<file path="src/rtl/msu_data_fifo.sv">
// Byte prefetch FIFO for the MSU data port: fetches 16-bit words from memory,
// queues them as bytes, and restarts cleanly on every seek.
module msu_data_fifo #(
  parameter int DEPTH = 16
) (
  input  logic        CLK,
  input  logic        RST_N,
  input  logic        seek,
  input  logic [31:0] seek_addr,
  input  logic        advance,
  output logic [7:0]  data_out,
  output logic        busy,
  output logic        underrun,
  output logic        mem_req,
  output logic [31:0] mem_addr,
  input  logic        mem_ack,
  input  logic [15:0] mem_din
);

  localparam int AW = $clog2(DEPTH);
  localparam logic [AW:0] FILL_LIMIT = (AW+1)'(DEPTH - 2);

  typedef enum logic [1:0] {IDLE, REQ, DROP} state_t;

  state_t        state_reg;
  logic [7:0]    fifo_mem [DEPTH];
  logic [AW-1:0] head_reg;
  logic [AW-1:0] tail_reg;
  logic [AW:0]   count_reg;
  logic [31:1]   fetch_addr_reg;
  logic          skip_low_reg;
  logic [7:0]    last_reg;
  logic          busy_reg;
  logic          underrun_reg;
  logic          mem_req_reg;
  logic [31:0]   mem_addr_reg;

  logic          ack_push;
  logic          push_lo;
  logic [1:0]    push_n;
  logic          do_pop;
  logic [AW:0]   count_next;
  logic [AW-1:0] tail_plus1;

  // Only an ack for the current (non-stale) request delivers data; a coincident seek wins.
  assign ack_push   = (state_reg == REQ) && mem_ack && !seek;
  assign push_lo    = ack_push && !skip_low_reg;
  assign push_n     = ack_push ? (skip_low_reg ? 2'd1 : 2'd2) : 2'd0;
  assign do_pop     = advance && !seek && (count_reg != '0);
  assign count_next = count_reg + (AW+1)'(push_n) - (AW+1)'(do_pop);
  assign tail_plus1 = tail_reg + AW'(1);

  assign data_out = (count_reg != '0) ? fifo_mem[head_reg] : last_reg;
  assign busy     = busy_reg;
  assign underrun = underrun_reg;
  assign mem_req  = mem_req_reg;
  assign mem_addr = mem_addr_reg;

  always_ff @(posedge CLK) begin
    if (push_lo) begin
      fifo_mem[tail_reg]   <= mem_din[7:0];
      fifo_mem[tail_plus1] <= mem_din[15:8];
    end else if (ack_push) begin
      fifo_mem[tail_reg]   <= mem_din[15:8];
    end
  end

  always_ff @(posedge CLK or negedge RST_N) begin
    if (!RST_N) begin
      state_reg      <= IDLE;
      head_reg       <= '0;
      tail_reg       <= '0;
      count_reg      <= '0;
      fetch_addr_reg <= '0;
      skip_low_reg   <= 1'b0;
      last_reg       <= 8'h00;
      busy_reg       <= 1'b0;
      underrun_reg   <= 1'b0;
      mem_req_reg    <= 1'b0;
      mem_addr_reg   <= 32'h0;
    end else begin
      if (seek) begin
        head_reg       <= '0;
        tail_reg       <= '0;
        count_reg      <= '0;
        fetch_addr_reg <= seek_addr[31:1];
        skip_low_reg   <= seek_addr[0];
        busy_reg       <= 1'b1;
        underrun_reg   <= 1'b0;
      end else begin
        if (do_pop) begin
          head_reg <= head_reg + AW'(1);
          last_reg <= fifo_mem[head_reg];
        end
        if (ack_push) begin
          tail_reg       <= tail_reg + AW'(push_n);
          fetch_addr_reg <= fetch_addr_reg + 31'd1;
          skip_low_reg   <= 1'b0;
        end
        count_reg <= count_next;
        if (busy_reg && (count_next != '0)) begin
          busy_reg <= 1'b0;
        end
        if (advance && (count_reg == '0)) begin
          underrun_reg <= 1'b1;
        end
      end

      // Requests are only issued with room for a full word, so the FIFO cannot overflow.
      case (state_reg)
        IDLE: begin
          if (!seek && (count_reg <= FILL_LIMIT)) begin
            state_reg    <= REQ;
            mem_req_reg  <= 1'b1;
            mem_addr_reg <= {fetch_addr_reg, 1'b0};
          end
        end
        REQ: begin
          if (mem_ack) begin
            state_reg   <= IDLE;
            mem_req_reg <= 1'b0;
          end else if (seek) begin
            state_reg <= DROP;
          end
        end
        DROP: begin
          if (mem_ack) begin
            state_reg   <= IDLE;
            mem_req_reg <= 1'b0;
          end
        end
        default: begin
          state_reg   <= IDLE;
          mem_req_reg <= 1'b0;
        end
      endcase
    end
  end

endmodule
</file>
<file path="config.mk">
export PLATFORM = sky130hd
export DESIGN_NAME = msu_data_fifo
export DESIGN_NICKNAME = d
export VERILOG_FILES = /design/src/rtl/msu_data_fifo.sv
export SDC_FILE = /design/constraint.sdc
export NUM_CORES = 1
export LEC_CHECK = 0
export CAP_MARGIN = 5
export CORE_MARGIN = 2
export CORE_UTILIZATION = 60
export CTS_BUF_LIST = sky130_fd_sc_hd__clkbuf_2 sky130_fd_sc_hd__clkbuf_4 sky130_fd_sc_hd__clkbuf_8
export DETAILED_ROUTE_END_ITERATION = 16
export PLACE_DENSITY = 0.89
export SLEW_MARGIN = 20
export SYNTH_ARGS = -nofsm -noshare
export SYNTH_HDL_FRONTEND = slang
export SYNTH_SLANG_ARGS = --single-unit
</file>
<file path="constraint.sdc">
create_clock -name CLK -period 5.32 [get_ports CLK]
set_input_delay 1.064 -clock CLK [delete_from_list [all_inputs] [get_ports CLK]]
set_output_delay 1.064 -clock CLK [all_outputs]
set_load 0.02 [all_outputs]
</file>
* Word-level counts from Yosys, hierarchy flattened *
Memories as Yosys holds them, arrays and structs flattened.
Index checks and enable logic that the tools add are counted.

cells by class
  equality and inequality tests = 6
  bitwise logic cells = 2
  reductions and logical operators = 23
  $lt $le $gt $ge = 1
  mux-type cells = 30
  $add $sub $neg = 6

operator list
  operator                                                               count
  31-bit 2-to-1 mux                                                      2
  31-bit by 1-bit adder with 31-bit output, second input constant        1
  4-bit 2-to-1 mux                                                       4
  8-bit 2-to-1 mux                                                       2
  1-bit 2-to-1 mux                                                       13
  2-bit 2-to-1 mux                                                       6
  5-bit nonzero test                                                     2
  4-bit by 1-bit adder with 4-bit output, second input constant          2
  1-bit logical AND                                                      8
  2-bit nonzero test                                                     4
  2-bit case mux with 3 select lines                                     1
  2-bit AND reduction                                                    3
  5-bit by 2-bit adder with 5-bit output                                 1
  5-bit by 4-bit <= comparator with 1-bit output, second input constant  1
  5-bit logical NOT                                                      1
  5-bit 2-to-1 mux                                                       1
  5-bit by 1-bit subtractor with 5-bit output                            1
  4-bit by 2-bit adder with 4-bit output                                 1
  2-bit inequality test, second input constant                           2
  3-bit inequality test, second input constant                           1
  3-bit AND reduction                                                    1
  2-bit by 1-bit == test with 1-bit output, second input constant        1
  2-bit == test, second input constant                                   1
  1-bit logical NOT                                                      2
  6 further kinds                                                        6

storage, ports and cells
  memory bits (writable) = 128
  input bits = 53
  word-level logic and storage cells = 80
  memories = 1
  register bits after elaboration = 89

memory list
  memory    depth  bits a word  read ports  clocked after memory_dff  write ports  RTL line  source
  fifo_mem  16     8            1           0                         2            26        logic [7:0] fifo_mem [DEPTH];

* Logic depth before layout (Yosys ltp) *
  word-level depth = 10
  gate-level depth with buffers = 12
  depth with buffers taken out = 12

* Worst setup path before layout *
OpenSTA, ideal clock, no wires.

  kind = in2reg
  start point = input seek
  end point = register busy_reg (netlist: busy)
  path slack = 2.141 ns
  arrival = 3.059 ns
  data required time = 5.200 ns
  stages = 11
  setup time = 0.120 ns
  cells stage by stage = buf_2 > and3b_1 > buf_4 > nand2_2 > buf_2 > nand2b_1 > fa_1 > a21oi_1 > o21bai_1 > xnor2_1 > a41o_1

between the ends
  word-level cells in the longest chain between the ends = 8
  elaborated cells on any way between the ends = 11
  classes of those cells = add/sub: 2; mux: 2; reduce/logical: 7

RTL lines
  item                                         RTL line  source
  start, declared                              8         input logic seek,
  1-bit logical NOT                            46, 49
  1-bit logical AND                            46        assign ack_push = (state_reg == REQ) && mem_ack && !seek;
  2-bit 2-to-1 mux                             48        assign push_n = ack_push ? (skip_low_reg ? 2'd1 : 2'd2) : 2'd0;
  5-bit by 2-bit adder with 5-bit output       50        assign count_next = count_reg + (AW+1)'(push_n) - (AW+1)'(do_pop);
  5-bit by 1-bit subtractor with 5-bit output  50
  5-bit nonzero test                           101       if (busy_reg && (count_next != '0)) begin
  1-bit logical AND                            101
  2-bit nonzero test (no line)                 n/a
  end signal, assigned                         77        busy_reg <= 1'b0;
  end signal, assigned                         88        busy_reg <= 1'b1;
  end signal, assigned                         102       busy_reg <= 1'b0;
  end, declared                                33        logic busy_reg;

Several ways; a longest one is shown, not always the timed one.
A chain may end at the register's enable or synchronous reset.

* Final worst setup path *
  start point = register head_reg[0]
  end point = output data_out[6]

between the ends
  word-level cells in the longest chain between the ends = 2

RTL lines
  item                    RTL line  source
  start, declared         27        logic [AW-1:0] head_reg;
  start signal, assigned  92        head_reg <= head_reg + AW'(1);
  memory 16 x 8 bit       n/a
  8-bit 2-to-1 mux        53        assign data_out = (count_reg != '0) ? fifo_mem[head_reg] : last_reg;
  end, declared           11        output logic [7:0] data_out,

No other way between the ends.

==> qor.csv <==
stage,metric,value,unit
worst_setup_path,worstPathMaxFanout,18,
worst_setup_path,critPathRequiredTime,4260,ps
status,status,completed,
worst_setup_path,crit_type,register to primary output,
floorplan,chipWidth,142,µm
sta,hold_viol,0,
drt,drtPass1Iterations,10,
place,placed_area,12500,µm²
synthesis,ys_top_cells_by_count,"148 x mux2_2, 128 x edfxtp_1, 89 x dfrtp_1, 86 x nor2_1, 51 x a21oi_1",
clocking,clock-root-buffer,clkbuf_8,
synthesis,synthTopCellsByArea,"edfxtp_1 33%, dfrtp_1 19%, mux2_2 14%",
synthesis,netlist_area,11500,µm²
power_and_ir_drop,vdd_drop_max,0.314,mV
synthesis,ys_ff_latch,217,
layout,n_antenna_cell,0,
layout,layout-drive-gt1-share,24.1,%
global_routing,grt_util_all_layers,29.4,%
floorplan,dieArea,20300,µm²
synthesis,async_reset_ff_share,41.0,%
worst_setup_path,worst_setup_path_end_kind,primary output,
worst_setup_path,worstPathArrival,3230,ps
hold_path,hold_class,input pin to async pin,
global_routing,antenna_found_initial,0,
power_and_ir_drop,powerDensity,424,nW/µm²
worst_setup_path,path_cells,buf_4 > mux4_2 > nor2_1 > o32a_1 > a21oi_1 > clkdlybuf4s50_1,
clocking,clock_latency,550,ps
synthesis,seq_area_frac_synth,52.8,%
clocking,cts.clk_slew.worst_paths,70,ps
sta,skew,31.1,ps
sta,maxSlewHeadroom,31.1,%
sta,finalSetupTns,0,ps
sta,hold_slack,441,ps
power_and_ir_drop,power_leakage,4.98,nW
worst_setup_path,start_kind,register,
place,port-buffer-count,94,
global_routing,grt_pass1_vias,8251,
layout,final_area,13200,µm²
clocking,cts.repair.resized,0,
clocking,cts_hold_buf,0,
synthesis,synth_edf_count,128,
sta,timing.final.crit_period,4290,ps
global_routing,grt_pass1_wl,45500,µm
floorplan,die_height,142,µm
synthesis,yosysUniqueCellTypes,58,
clocking,h-tree-depth,2,
worst_setup_path,path_buf_inv,2,
synthesis,avgSynthCellArea,12.1,µm²
sta,fmax,233,MHz
synthesis,syn_inst,953,
sta,tightest_slew,1030,ps
clocking,cts_made_buffers,36,
clocking,cts.sinks,217,
layout,largest_reg_flops,128,
layout,final_cells,1277,
worst_setup_path,cp_top_family,buffers and inverters,
sta,finalSetupViolCount,0,
synthesis,yosysMostFrequentCell,mux2_2,
place,placedCellCount,1211,
place,dp_slack,1420,ps
synthesis,synth_flop_cell,edfxtp_1,
synthesis,synth_top_area_share,33.4,%
clocking,cts_tree,built,
global_routing,overflow,0,
sta,fin_ws,1030,ps
place,dpl.hpwl,19100,µm
floorplan,num_rows,50,
layout,area_delta_synth_final,15.0,%
clocking,ctsLongestPathBuffers,3,
synthesis,syn_nets,1023,
synthesis,yosysWarnings,0,
drt,drcViolationCount,0,
sta,slew_violations,0,
global_routing,grt_max_degree,61,
worst_setup_path,critical_path.startpoint,head_reg[0]$_DFFE_PN0P_,
drt,drt-initial-drc-count,1109,
worst_setup_path,rr_startpoint,count_reg[2]$_DFF_PN0_,
run,drv_cap,0,
drt,routed_wl,29300,µm
worst_setup_path,critical_path.max_stage_delay,700,ps
clocking,postCtsSetupBuffers,0,
floorplan,core-area,18800,µm²
floorplan,io_pins,96,
place,gp_congestion,0.928,
layout,nNetsFinal,1085,
floorplan,start_util,61.3,%
worst_setup_path,slowest_stage,dfrtp_2,
drt,via_per_inst,6.51,
synthesis,synth_top_area_cell,edfxtp_1,
drt,wl_per_cell,23.0,µm
drt,vias,8317,
drt,ant_nets,0,
sta,rsz0062_at_grt,false,
sta,finalCritPeriodShare,80.7,%
worst reg2reg max path, cell delays in order, from the launching register on:
cell	delay (ps)
dfrtp_1	410
inv_1	110
ha_1	140
or4b_2	840
nand2_1	240
xnor2_1	130
nor2_1	60
ha_1	230
fa_1	420
a21oi_1	150
o21bai_1	90
xnor2_1	140
a41o_1	250
layout make-up:
type | count | area (µm²)
inverter | 17 | 63.8
tap | 234 | 293
clock buffer | 54 | 693
fill | 1262 | 5540
timing repair buffer | 106 | 1040
sequential | 217 | 6070
multi-input combinational | 637 | 5000
clock inverter | 12 | 67.6
kinds of logic after synthesis:
group	Yosys count	share of synthesized area (%)
adder cells (fa/ha/maj)	17	1.98
buffers and inverters	99	3.76
flip-flops	217	52.8
AND/OR/NAND/NOR	249	11.6
AO/OA/AOI/OAI	167	9.03
other	1	0.0326
XOR/XNOR	21	1.60
multiplexers	182	19.2
worst paths after layout:
| path | to | slack [ps] | cells past startpoint |
|---|---|---|---|
| max | data_out[6] | 1030 | 6 |
| min | fetch_addr_reg[13]$_DFFE_PN0P_ | 440 | 1 |
| max reg2reg | busy$_DFFE_PN0P_ | 2000 | 12 |
| min reg2reg | last_reg[7]$_DFFE_PN0P_ | 480 | 2 |
| max in group asynchronous | head_reg[0]$_DFFE_PN0P_ | 3750 | 2 |
| min in group CLK | last_reg[7]$_DFFE_PN0P_ | 480 | 2 |
metal layers:
metal | wire length [µm] | up-vias | global-route usage (%)
li1 | - | 3680 | -
met1 | 11300 | 4019 | 39.9
met2 | 13800 | 512 | 46.2
met3 | 3000 | 106 | 6.86
met4 | 1160 | 0 | 12.1
met5 | 0 | - | 0
metrics by stage:
step	util, %	total power [mW]
finish	70.5	5.61
CTS	70.5	5.61
global placement	66.4	4.04
global route	70.5	5.83
floorplan	-	3.38
detailed placement	66.4	4.09
cells in the final DEF (no fill, tap or decap), drive strengths merged, types with 4 or more instances in the layout:
cell type | Yosys | routed
o221ai | 8 | 8
inv | 17 | 19
o21bai | 7 | 7
a21oi | 51 | 51
ha | 15 | 15
nand2 | 46 | 46
o32a | 8 | 8
buf | 41 | 14
clkinv | 0 | 9
nand3 | 23 | 23
or4 | 12 | 12
mux2 | 148 | 148
dfrtp | 89 | 89
xor2 | 12 | 12
nor3 | 7 | 7
nor2 | 88 | 88
edfxtp | 128 | 128
or3 | 4 | 4
a21o | 9 | 9
clkdlybuf4s50 | 0 | 92
o21ai | 41 | 41
o31ai | 11 | 11
and4 | 6 | 6
xnor2 | 9 | 9
a211oi | 8 | 8
mux2i | 18 | 18
nor2b | 12 | 12
mux4 | 16 | 16
a31oi | 15 | 15
nand2b | 12 | 12
clkbuf | 41 | 54
nand4 | 14 | 14
and3 | 9 | 9
where the power goes:
| group | total, mW | internal, mW | switching, mW |
|---|---|---|---|
| combinational | 1.89 | 0.896 | 0.990 |
| clock | 1.53 | 0.842 | 0.683 |
| sequential | 2.20 | 2.02 | 0.184 |
No activity file was read; power rests on OpenSTA's default activity.
